[src/rtl/key_step_pkg.sv]
// key_step_pkg
//   Shared definitions for the key step counter: the per-key edge FSM state
//   encoding, the idle (released) level of an active-low key, and a helper
//   that turns a key level into a pressed flag.
package key_step_pkg;

  // Edge FSM: IDLE waits for a press, PRESS lasts one cycle and is the step,
  // HELD waits for the release.
  typedef enum logic [1:0] {
    IDLE  = 2'd0,
    PRESS = 2'd1,
    HELD  = 2'd2
  } edge_state_t;

  // Keys are active-low, so the released level is 1.
  localparam logic KEY_RELEASED = 1'b1;

  function automatic logic key_pressed(input logic level);
    return (level != KEY_RELEASED);
  endfunction

endpackage

[src/rtl/key_edge_detect.sv]
// key_edge_detect
//   Turns one asynchronous active-low key into a single-cycle step pulse.
//   The key passes through a two-flop synchroniser, then (optionally) a
//   stable-count filter, then an IDLE/PRESS/HELD edge FSM.
//
//   Build option: define KEY_STEP_COUNTER_DEBOUNCE_EN to insert the filter.
//   Without it the filtered level is the synchroniser output and
//   DEBOUNCE_CYCLES has no effect on the logic.
//
// Ports
//   clock  : clock
//   reset  : asynchronous active-high reset
//   key_n  : raw asynchronous active-low key
//   held   : filtered key-pressed level
//   step   : one-cycle pulse, high while the FSM is in PRESS
module key_edge_detect
  import key_step_pkg::*;
#(
  parameter int DEBOUNCE_CYCLES = 4
) (
  input  logic clock,
  input  logic reset,
  input  logic key_n,
  output logic held,
  output logic step
);

  if (DEBOUNCE_CYCLES < 1) begin : g_bad_debounce
    $error("key_edge_detect: DEBOUNCE_CYCLES must be at least 1");
  end

  logic        sync_p0;
  logic        sync_p1;
  logic        level;
  edge_state_t state;
  edge_state_t state_next;

  // ---- stage p0/p1: two-flop synchroniser, loaded with the released level
  always_ff @(posedge clock or posedge reset) begin
    if (reset) begin
      sync_p0 <= KEY_RELEASED;
      sync_p1 <= KEY_RELEASED;
    end else begin
      sync_p0 <= key_n;
      sync_p1 <= sync_p0;
    end
  end

`ifdef KEY_STEP_COUNTER_DEBOUNCE_EN
  // ---- stage p2: stable-count filter
  // The filtered level only follows the synchroniser after DEBOUNCE_CYCLES
  // consecutive samples that disagree with it; any agreeing sample restarts
  // the count, so short glitches and bounces never reach the FSM.
  localparam int CNT_W = (DEBOUNCE_CYCLES > 1) ? $clog2(DEBOUNCE_CYCLES) : 1;
  localparam logic [CNT_W-1:0] CNT_LAST = CNT_W'(DEBOUNCE_CYCLES - 1);

  logic [CNT_W-1:0] stable_cnt_p2;
  logic             level_p2;

  always_ff @(posedge clock or posedge reset) begin
    if (reset) begin
      stable_cnt_p2 <= '0;
      level_p2      <= KEY_RELEASED;
    end else if (sync_p1 == level_p2) begin
      stable_cnt_p2 <= '0;
    end else if (stable_cnt_p2 == CNT_LAST) begin
      stable_cnt_p2 <= '0;
      level_p2      <= sync_p1;
    end else begin
      stable_cnt_p2 <= stable_cnt_p2 + 1'b1;
    end
  end

  assign level = level_p2;
`else
  assign level = sync_p1;
`endif

  // ---- edge FSM: state register
  always_ff @(posedge clock or posedge reset) begin
    if (reset) begin
      state <= IDLE;
    end else begin
      state <= state_next;
    end
  end

  // ---- edge FSM: next state
  // PRESS is left unconditionally, so a press yields exactly one step no
  // matter how long the key stays down.
  always_comb begin
    state_next = state;
    case (state)
      IDLE:    if (key_pressed(level))  state_next = PRESS;
      PRESS:                            state_next = HELD;
      HELD:    if (!key_pressed(level)) state_next = IDLE;
      default:                          state_next = IDLE;
    endcase
  end

  assign step = (state == PRESS);
  assign held = key_pressed(level);

endmodule

[src/rtl/key_step_counter.sv]
// key_step_counter
//   Modulo-MODULUS up/down counter driven by two push keys. Each key goes
//   through its own key_edge_detect (synchroniser, optional filter, edge
//   FSM); each press gives one step of the counter.
//
//   Build option: define KEY_STEP_COUNTER_DEBOUNCE_EN to add the
//   DEBOUNCE_CYCLES stable-count filter to both keys.
//
// Parameters
//   WIDTH           : count width, 2 <= MODULUS <= 2**WIDTH
//   MODULUS         : count runs 0..MODULUS-1
//   DEBOUNCE_CYCLES : filter depth (only used with the filter built in)
//
// Ports
//   clock      : clock
//   reset      : asynchronous active-high reset
//   key_up_n   : active-low increment key (asynchronous)
//   key_down_n : active-low decrement key (asynchronous)
//   clear      : synchronous clear of count, wins over any step
//   count      : current count
//   wrap       : one-cycle pulse in the cycle after the count wrapped
//   up_held    : filtered up-key pressed level
//   down_held  : filtered down-key pressed level
module key_step_counter
  import key_step_pkg::*;
#(
  parameter int WIDTH           = 4,
  parameter int MODULUS         = 10,
  parameter int DEBOUNCE_CYCLES = 4
) (
  input  logic             clock,
  input  logic             reset,
  input  logic             key_up_n,
  input  logic             key_down_n,
  input  logic             clear,
  output logic [WIDTH-1:0] count,
  output logic             wrap,
  output logic             up_held,
  output logic             down_held
);

  if (MODULUS < 2 || MODULUS > (1 << WIDTH)) begin : g_bad_modulus
    $error("key_step_counter: MODULUS must lie in 2..2**WIDTH");
  end

  localparam logic [WIDTH-1:0] COUNT_MAX = WIDTH'(MODULUS - 1);

  function automatic logic [WIDTH-1:0] count_inc(input logic [WIDTH-1:0] c);
    return (c == COUNT_MAX) ? '0 : c + 1'b1;
  endfunction

  function automatic logic [WIDTH-1:0] count_dec(input logic [WIDTH-1:0] c);
    return (c == '0) ? COUNT_MAX : c - 1'b1;
  endfunction

  logic             up_step;
  logic             down_step;
  logic [WIDTH-1:0] count_next;
  logic             wrap_next;

  key_edge_detect #(
    .DEBOUNCE_CYCLES (DEBOUNCE_CYCLES)
  ) u_up_key (
    .clock (clock),
    .reset (reset),
    .key_n (key_up_n),
    .held  (up_held),
    .step  (up_step)
  );

  key_edge_detect #(
    .DEBOUNCE_CYCLES (DEBOUNCE_CYCLES)
  ) u_down_key (
    .clock (clock),
    .reset (reset),
    .key_n (key_down_n),
    .held  (down_held),
    .step  (down_step)
  );

  // ---- counter stage: next count and wrap
  // Simultaneous up and down steps cancel. Clear only touches the count,
  // never the key FSMs, so a key held through clear does not step again.
  always_comb begin
    count_next = count;
    wrap_next  = 1'b0;
    if (clear) begin
      count_next = '0;
    end else if (up_step && !down_step) begin
      count_next = count_inc(count);
      wrap_next  = (count == COUNT_MAX);
    end else if (down_step && !up_step) begin
      count_next = count_dec(count);
      wrap_next  = (count == '0);
    end
  end

  always_ff @(posedge clock or posedge reset) begin
    if (reset) begin
      count <= '0;
      wrap  <= 1'b0;
    end else begin
      count <= count_next;
      wrap  <= wrap_next;
    end
  end

endmodule

[config.mk]
export PLATFORM = sky130hd
export DESIGN_NAME = key_step_counter
export DESIGN_NICKNAME = d
export VERILOG_FILES = /design/src/rtl/key_step_pkg.sv /design/src/rtl/key_edge_detect.sv /design/src/rtl/key_step_counter.sv
export SDC_FILE = /design/constraint.sdc
export NUM_CORES = 1
export LEC_CHECK = 0
export ABC_AREA = 1
export CAP_MARGIN = 25
export CORE_MARGIN = 4
export CORE_UTILIZATION = 40
export CTS_BUF_LIST = sky130_fd_sc_hd__clkbuf_16
export CTS_CLUSTER_DIAMETER = 30
export DETAILED_ROUTE_END_ITERATION = 8
export PLACE_DENSITY_LB_ADDON = 0.12
export SLEW_MARGIN = 20
export SYNTH_ARGS = -nofsm -noshare
export SYNTH_HDL_FRONTEND = slang
export SYNTH_SLANG_ARGS = --single-unit
[constraint.sdc]
create_clock -name clock -period 2.7 [get_ports clock]
set_input_delay 0.54 -clock clock [delete_from_list [all_inputs] [get_ports clock]]
set_output_delay 0.54 -clock clock [all_outputs]
set_load 0.03 [all_outputs]
; Word-level counts from Yosys, hierarchy flattened
; Cells that the tools add are included.
[word_totals]
regBits = 13
wordCells = 45
out_inout_bits = 7
[op_classes]
add_sub_neg = 2
n_mux = 14
reduce_logical = 10
n_eq_ne = 9
bitwise = 2
[op_table]
columns = operator, n
row1 = 4-bit two-way mux, 5
row2 = 2-bit case mux with 3 select lines, 2
row3 = 2-bit two-way mux, 4
row4 = "4-bit by 1-bit adder with 4-bit output, second input constant", 1
row5 = "2-bit by 1-bit == test with 1-bit output, second input constant", 2
row6 = "2-bit == test, second input constant", 2
row7 = "4-bit == test, second input constant", 1
row8 = 2-bit logical NOT, 2
row9 = 4-bit logical NOT, 1
row10 = "2-bit by 1-bit != test with 1-bit output, second input constant", 2
row11 = "2-bit != test, second input constant", 2
row12 = 2-bit AND reduction, 2
row13 = "4-bit by 1-bit subtractor with 4-bit output, second input constant", 1
row14 = 1-bit two-way mux, 3
row15 = 3-bit nonzero test, 1
row16 = 1-bit logical AND, 2
row17 = 1-bit logical NOT, 2
row18 = 1-bit NOT, 2

; Longest topological paths before layout
; Gate-level depths: netlist of the first run.
[depth]
depth_word = 6
ltp_mapped = 8
ltp_nobuf = 8

; Hierarchy
; A second synthesis of the first run with hierarchy kept.
[unflattened]
cells_unflattened = 88
hier_area_um2 = 728.2
[modules_own_cells]
columns = mod, seq_area_each_um2, instances, cells_each, area_each_um2
row1 = key_step_counter, 125.1, 1, 62, 452.9
row2 = key_edge_detect, 102.6, 2, 13, 137.6

; Least setup slack after synthesis of the first run
; OpenSTA, ideal clock, no wires.
[synth_path]
path_kind = flip-flop to flip-flop
from = reg count[0]
to = reg count[3]
t_required_ns = 2.580
t_arrival_ns = 1.307
stages_incl_launch_ff = 9
synth_period_minus_slack_ns = 1.426
slack_ns = 1.274
path_cell_list = dfrtp_1 inv_1 ha_1 nand2_1 nor2_2 nor2_1 nand2_1 nand2_1 o21ai_2
[synth_via]
elab_chain_len = 5
[synth_lines]
columns = element, line
row1 = start: declaration, key_step_counter.sv:36  ; output logic [WIDTH-1:0] count,
row2 = start signal: assignment, key_step_counter.sv:103  ; count <= count_next;
row3 = 4-bit by 1-bit subtractor with 4-bit output or 4-bit logical NOT (tied branches), key_step_counter.sv:53  ; return (c == '0) ? COUNT_MAX : c - 1'b1;
row4 = 4-bit two-way mux, key_step_counter.sv:53
row5 = 4-bit two-way mux, key_step_counter.sv:92  ; end else if (down_step && !up_step) begin
row6 = 4-bit two-way mux *, key_step_counter.sv:89  ; end else if (up_step && !down_step) begin
row7 = 4-bit two-way mux *, key_step_counter.sv:87  ; if (clear) begin
; Mark *: on every way between the ends. The rest lies on a longest branch, timed or not. The select of a mux whose other input is x is not followed.
; A chain may end at the register's enable or synchronous reset.

; Final worst setup path of the first run
[layout_path]
from = reg count[2]
to = out count[2]
; No word-level cell between the ends.

==> summary.md, run 1 <==
| Metric | Value |
|---|---|
| DRC errors left | `0` |
| Vias in the first global route | `519` |
| Critical path cell sequence | `clkdlybuf4s50_1` |
| Worst skew pair latency | `0.24 ns` |
| Crit path required time | `2.16 ns` |
| Final hold vios | `0` |
| Fin crit share | `0.753` |
| WL met3 | `85 um` |
| Row count | `15` |
| Final slew viol count | `0` |
| Die height | `50.7 um` |
| LEAKAGE | `0.449 nW` |
| Slew @ Worst Pin | `0.476 ns` |
| Clock buffer depth | `2` |
| Cell Pwr Density | `1130 nW/um2` |
| Total Routing Usage GR | `0.123` |
| Pre-Repair DR Iteration Count | `4` |
| Critical path class | `register to output port` |
| Fill count | `169` |
| Synth Register Bits | `13` |
| # clock sinks | `13` |
| Syn-to-layout area delta | `28.8%` |
| DIE AREA | `2570 um2` |
| Initial Util | `0.423` |
| Hold Path Class | `register to register` |
| Antenna Cells | `0` |
| Skew final | `0.00426 ns` |
| Num CTS Buffers | `3` |
| H-tree levels | `1` |
| Final ANT Viol Nets | `0` |
| CP Max Fanout | `9` |
| Fmax | `492 MHz` |
| Final setup fails | `0` |
| Post-Place Cells | `122` |
| CP Capture Type | `output port` |
| Largest cells by area after synthesis | `dfrtp_1 31%, dfstp_2 14%, nand2_1 11%` |
| Synth unique cells | `23` |
| Synthesized cell area | `731 um2` |
| Fin nets | `111` |
| Async SR Flop Fraction | `1.00` |
| Layout Cells excl Fill | `126` |
| First-pass GRT wire length | `2340 um` |
| TritonCTS clock tree | `built` |
| Top Layer Used | `met4` |
| Postcts setup bufs | `0` |
| Routed wire length | `1320 um` |
| Critical path's top delay family | `buffers and inverters` |
| Slowest CP cell | `clkdlybuf4s50_1` |
| Most common library cells after synthesis | `22 x nand2_1, 9 x dfrtp_1, 8 x inv_1, 8 x nor2_1` |
| DRT met1 WL | `644 um` |
| Vias after detailed routing | `581` |
| Top-area cell type share of the netlist area | `0.308` |
| Placer congestion estimate | `0.832` |
| Layout cells sized above 1 | `0.238` |
| Worst slew margin | `0.682` |
| Largest stage delay, worst path | `0.73 ns` |
| Run status | `completed` |
| Final core occ | `0.545` |
| Fin Setup TNS | `0 ns` |
| WL met2 | `575 um` |
| Synth Warn # | `0` |
| Clock period minus worst slack | `2.03 ns` |
| Die width | `50.7 um` |
| Post-cts resize count | `0` |
| Grt total ovfl | `0` |
| Synth Area per Inst | `8.40 um2` |
| Initial antenna violation count | `0` |
| DP HPWL | `1030 um` |
| Register area share after synthesis | `0.452` |
| Worst IR drop on VDD | `0.561 mV` |
| Synth area leader | `dfrtp_1` |
| Maxcap violations | `0` |
| Post-synth EDFFs | `0` |
| Cell with the most instances after synthesis | `nand2_1` |
| WP data arrival | `1.49 ns` |
| CTS root buffer | `clkbuf_16` |
| WL/cell | `10.5 um` |
| PortBufs | `11` |
| Syn_nets | `96` |
| Core footprint | `1730 um2` |
| CP Launch Type | `register` |
| CTS clk-pin slew, worst paths | `0.05 ns` |
| Multi-input logic area | `340 um2` |
| Pin count of the biggest net entering global routing | `14` |
| Cells after synthesis | `87` |
| Num ports | `12` |
| RSZ-0062 raised after global routing | `no` |
| Final instance area | `941 um2` |
| Main synth FF type | `dfrtp_1` |
| Bufs and invs on worst path | `1` |
| Placed inst area | `861 um2` |
| Via density | `4.61` |
| Hold-fix buffers, CTS | `0` |
| FF+latch area | `330 um2` |
| DRT iter0 DRCs | `10` |
==> metrics by stage <==
stage | power, W | hold slack (ns) | worst slack [ns]
after floorplan | 0.000673 | 0.345 | 1.27
after global placement | 0.000788 | 0.346 | 0.960
after detailed placement | 0.000792 | 0.351 | 0.920
after CTS | 0.00108 | 0.357 | 0.655
after global routing | 0.00115 | 0.363 | 0.614
final | 0.00106 | 0.354 | 0.667
==> worst paths after layout <==
kind / start / endpoint / slack, ns / cells past startpoint
max in group asynchronous: reset / u_up_key.level$_DFF_PP1_ / 1.74 / 2
max reg2reg: count[0]$_DFFE_PP0P_ / count[3]$_DFFE_PP0P_ / 1.24 / 8
max: count[2]$_DFFE_PP0P_ / count[2] / 0.67 / 1
min: u_down_key.sync_p0$_DFF_PP1_ / u_down_key.level$_DFF_PP1_ / 0.35 / 0
min in group asynchronous: reset / u_down_key.state[1]$_DFFE_PP0P_ / 0.61 / 2
min reg2reg: u_down_key.sync_p0$_DFF_PP1_ / u_down_key.level$_DFF_PP1_ / 0.35 / 0
==> registers in the layout (all words and copies together), names as in the netlist <==
| register | cells |
|---|---|
| count | 4 |
| u_down_key.level | 1 |
| u_down_key.state | 2 |
| u_down_key.sync_p0 | 1 |
| u_up_key.level | 1 |
| u_up_key.state | 2 |
| u_up_key.sync_p0 | 1 |
| wrap | 1 |
==> cell type report <==
type	instances	area share
inverter	13	0.0519
clock buffer	3	0.0798
sequential	13	0.351
clock inverter	1	0.00532
tap	25	0.0332
timing repair buffer	11	0.117
multi-input combinational	60	0.362
==> cells by family after synthesis <==
logic type / share of synthesized area
flops: 0.452
xor+xnor: 0.0120
buf+inv: 0.0822
compound gates: 0.0531
fa+ha+maj: 0.0685
simple gates: 0.332
==> power breakdown <==
group | internal, W | switching, W | total (W)
clock | 0.000197 | 0.0000813 | 0.000278
sequential | 0.000251 | 0.0000757 | 0.000326
combinational | 0.000181 | 0.000277 | 0.000459
==> cell usage in the layout (no fill, tap or decap), drive strengths merged, types with 3 or more instances in the layout <==
master,instances
clkdlybuf4s50,11
ha,4
nand3,7
inv,13
nor2,12
clkbuf,3
o21ai,4
nand2,25
dfstp,4
dfrtp,9
==> per-layer routing <==
| layer | up-vias | global-route usage |
|---|---|---|
| met4 | 0 | 0.0538 |
| met5 | - | 0 |
| li1 | 302 | - |
| met2 | 13 | 0.178 |
| met1 | 264 | 0.162 |
| met3 | 2 | 0.0475 |
Note: power is estimated with default switching activity, not from simulation.
==> run 2: changes to the inputs <==
==> constraint.sdc (replaced) <==
create_clock -name clock -period 1.85 [get_ports clock]
set_input_delay 0.37 -clock clock [delete_from_list [all_inputs] [get_ports clock]]
set_output_delay 0.37 -clock clock [all_outputs]
set_load 0.03 [all_outputs]
==> run 2 against run 1 <==
  * Critical path depth unchanged
  * Via count decreased by 3.1%
  * Clock skew down 0.0034 ns
  * Highest routed layer unchanged
  * Sequential share of layout area shrank 0.28 points
  * Core utilization increased by 0.43 points
  * Critical endpoint is now count[3]
==> summary.md, run 2 (synthesis results as in run 1) <==
| Metric | Value |
|---|---|
| Worst reg2reg path depth | `8 (unchanged)` |
| Syn-to-layout area delta | `29.8%` |
| Num ports | `12 (unchanged)` |
| Worst skew pair latency | `0.24 ns (about the same)` |
| Hold-fix buffers, CTS | `0 (unchanged)` |
| Maxcap violations | `0 (unchanged)` |
| Die height | `50.7 um (unchanged)` |
| Worst slew margin | `0.685 (+0.00269)` |
| DIE AREA | `2570 um2 (unchanged)` |
| RR Endpoint | `count[3]$_DFFE_PP0P_` |
| Postcts setup bufs | `0 (unchanged)` |
| Grt total ovfl | `0 (unchanged)` |
| Vias after detailed routing | `563 (-3.1%)` |
| Min-delay src | `u_up_key.sync_p0$_DFF_PP1_` |
| CP Launch Type | `register` |
| Fin nets | `112 (+0.90%)` |
| # clock sinks | `13 (unchanged)` |
| Worst R2R Start | `count[0]$_DFFE_PP0P_` |
| First-pass GRT wire length | `2280 um (-2.7%)` |
| Max FFs per register | `4 (unchanged)` |
| Run status | `completed` |
| Initial Util | `0.423 (unchanged)` |
| Fmax | `565 MHz` |
| Slowest CP cell | `clkdlybuf4s50_1` |
| WP data arrival | `1.40 ns (-0.09 ns)` |
| Hold EP | `u_up_key.level$_DFF_PP1_` |
| CP Capture Type | `output port` |
| Total Power | `0.00156 W (+47%)` |
| Critical path class | `register to output port` |
| R2r setup slk | `0.42 ns (-0.82 ns)` |
| Routed wire length | `1290 um (-2.0%)` |
| DP HPWL | `1010 um (-2.6%)` |
| WL met3 | `74 um (-13%)` |
| Critical path cell sequence | `clkdlybuf4s50_1` |
| Final ANT Viol Nets | `0 (unchanged)` |
| Hold Path Depth | `0 (unchanged)` |
| Pin count of the biggest net entering global routing | `14 (unchanged)` |
| Largest stage delay, worst path | `0.71 ns (-0.02 ns)` |
| Final slew viol count | `0 (unchanged)` |
| Commonest non-fill, non-tap cell in the layout | `nand2_1` |
| WL met2 | `553 um (-3.8%)` |
| Largest regs | `count x4, u_down_key.state x2, u_up_key.state x2` |
| TritonCTS clock tree | `built` |
| Total Routing Usage GR | `0.122 (-0.00132)` |
| Via density | `4.43 (-3.9%)` |
| Final hold vios | `0 (unchanged)` |
| Bufs and invs on worst path | `1 (unchanged)` |
| Num CTS Buffers | `3 (unchanged)` |
| Commonest non-fill, non-tap cells in the layout | `22 x nand2_1, 11 x clkdlybuf4s50_1, 9 x dfrtp_1` |
| Worst IR drop on VDD | `0.920 mV (+64%)` |
| DRT iter0 DRCs | `5 (-5)` |
| DRC errors left | `0 (unchanged)` |
| Skew final | `0.000908 ns (-0.00335 ns)` |
| Layout cells sized above 1 | `0.245 (+0.00747)` |
| PortBufs | `11 (unchanged)` |
| Fin crit share | `0.957` |
| CP Max Fanout | `7 (-2)` |
| CTS clk-pin slew, worst paths | `0.04 ns (about the same)` |
| Cell Pwr Density | `1650 nW/um2 (+46%)` |
| Register bank with the most flops | `count` |
| Fin Setup TNS | `0 ns (unchanged)` |
| Clock period minus worst slack | `1.77 ns` |
| WL/cell | `10.2 um (-2.8%)` |
| Top Layer Used | `met4` |
| Crit path required time | `1.48 ns (-0.68 ns)` |
| Slew @ Worst Pin | `0.472 ns (-0.00404 ns)` |
| Pre-Repair DR Iteration Count | `4 (unchanged)` |
| Placer congestion estimate | `0.845 (+1.6%)` |
| RSZ-0062 raised after global routing | `no` |
| Antenna Cells | `0 (unchanged)` |
| LEAKAGE | `0.454 nW (+1.2%)` |
| Clock buffer depth | `2 (unchanged)` |
| Initial antenna violation count | `0 (unchanged)` |
| H-tree levels | `1 (unchanged)` |
| Final setup fails | `0 (unchanged)` |
| Row count | `15 (unchanged)` |
| Critical path's top delay family | `buffers and inverters` |
| Post-cts resize count | `0 (unchanged)` |
| CTS root buffer | `clkbuf_16` |
| Hold Path Class | `register to register` |
| Die width | `50.7 um (unchanged)` |
| Core footprint | `1730 um2 (unchanged)` |
| Vias in the first global route | `511 (-1.5%)` |
| DRT met1 WL | `649 um (+0.78%)` |
-- run 2: changes by cell type in the layout (fill, tap and decap cells not counted) --
| cell | delta |
|---|---|
| buf_4 | +1 |
-- run 2: layout make-up --
class	count	area [um2]
clock buffer	3	75.1
fill	167	778
inverter	13	48.8
tap	25	31.3
sequential	13	330
timing repair buffer	12	118
multi-input combinational	60	340
clock inverter	1	5.00
-- run 2: worst max-delay path by stage --
stage                         startpoint                    to  slack [ns]  depth (start not counted)
floorplan           count[0]$_DFFE_PP0P_  count[3]$_DFFE_PP0P_        0.42                          8
global placement    count[3]$_DFFE_PP0P_              count[3]        0.33                          1
detailed placement  count[3]$_DFFE_PP0P_              count[3]        0.33                          1
CTS                 count[3]$_DFFE_PP0P_              count[3]        0.07                          1
global route        count[3]$_DFFE_PP0P_              count[3]        0.03                          1
finish              count[3]$_DFFE_PP0P_              count[3]        0.08                          1
-- run 2: worst reg2reg max path: stages (launching register included) --
cell and delay [ns]:
dfrtp_1 0.44, inv_1 0.17, ha_1 0.20, nand2_1 0.07
nor2_2 0.19, nor2_1 0.09, nand2_1 0.07, nand2_1 0.05
o21ai_2 0.10
-- run 2: layer usage --
| metal | up-vias | global-route usage |
|---|---|---|
| li1 | 301 | - |
| met1 | 249 | 0.149 |
| met2 | 10 | 0.189 |
| met3 | 3 | 0.0475 |
| met4 | 0 | 0.0538 |
| met5 | - | 0 |
-- run 2: where the power goes --
group / internal, W / switching, W / total, W
clock: 0.000287 / 0.000116 / 0.000403
combinational: 0.000275 / 0.000423 / 0.000698
sequential: 0.000366 / 0.0000945 / 0.000461
total: 0.000928 / 0.000634 / 0.00156
-- run 2: per-stage QoR --
step | instances | cell area [um2] | worst slack [ns] | hold WS (ns) | utilization
after CTS | 127 | 948 | 0.0652 | 0.354 | 0.549
after global routing | 127 | 948 | 0.0340 | 0.356 | 0.549
after floorplan | 87 | 731 | 0.424 | 0.244 | -
after detailed placement | 123 | 868 | 0.327 | 0.347 | 0.503
final | 127 | 948 | 0.0788 | 0.353 | 0.549
after global placement | 123 | 868 | 0.329 | 0.346 | 0.503
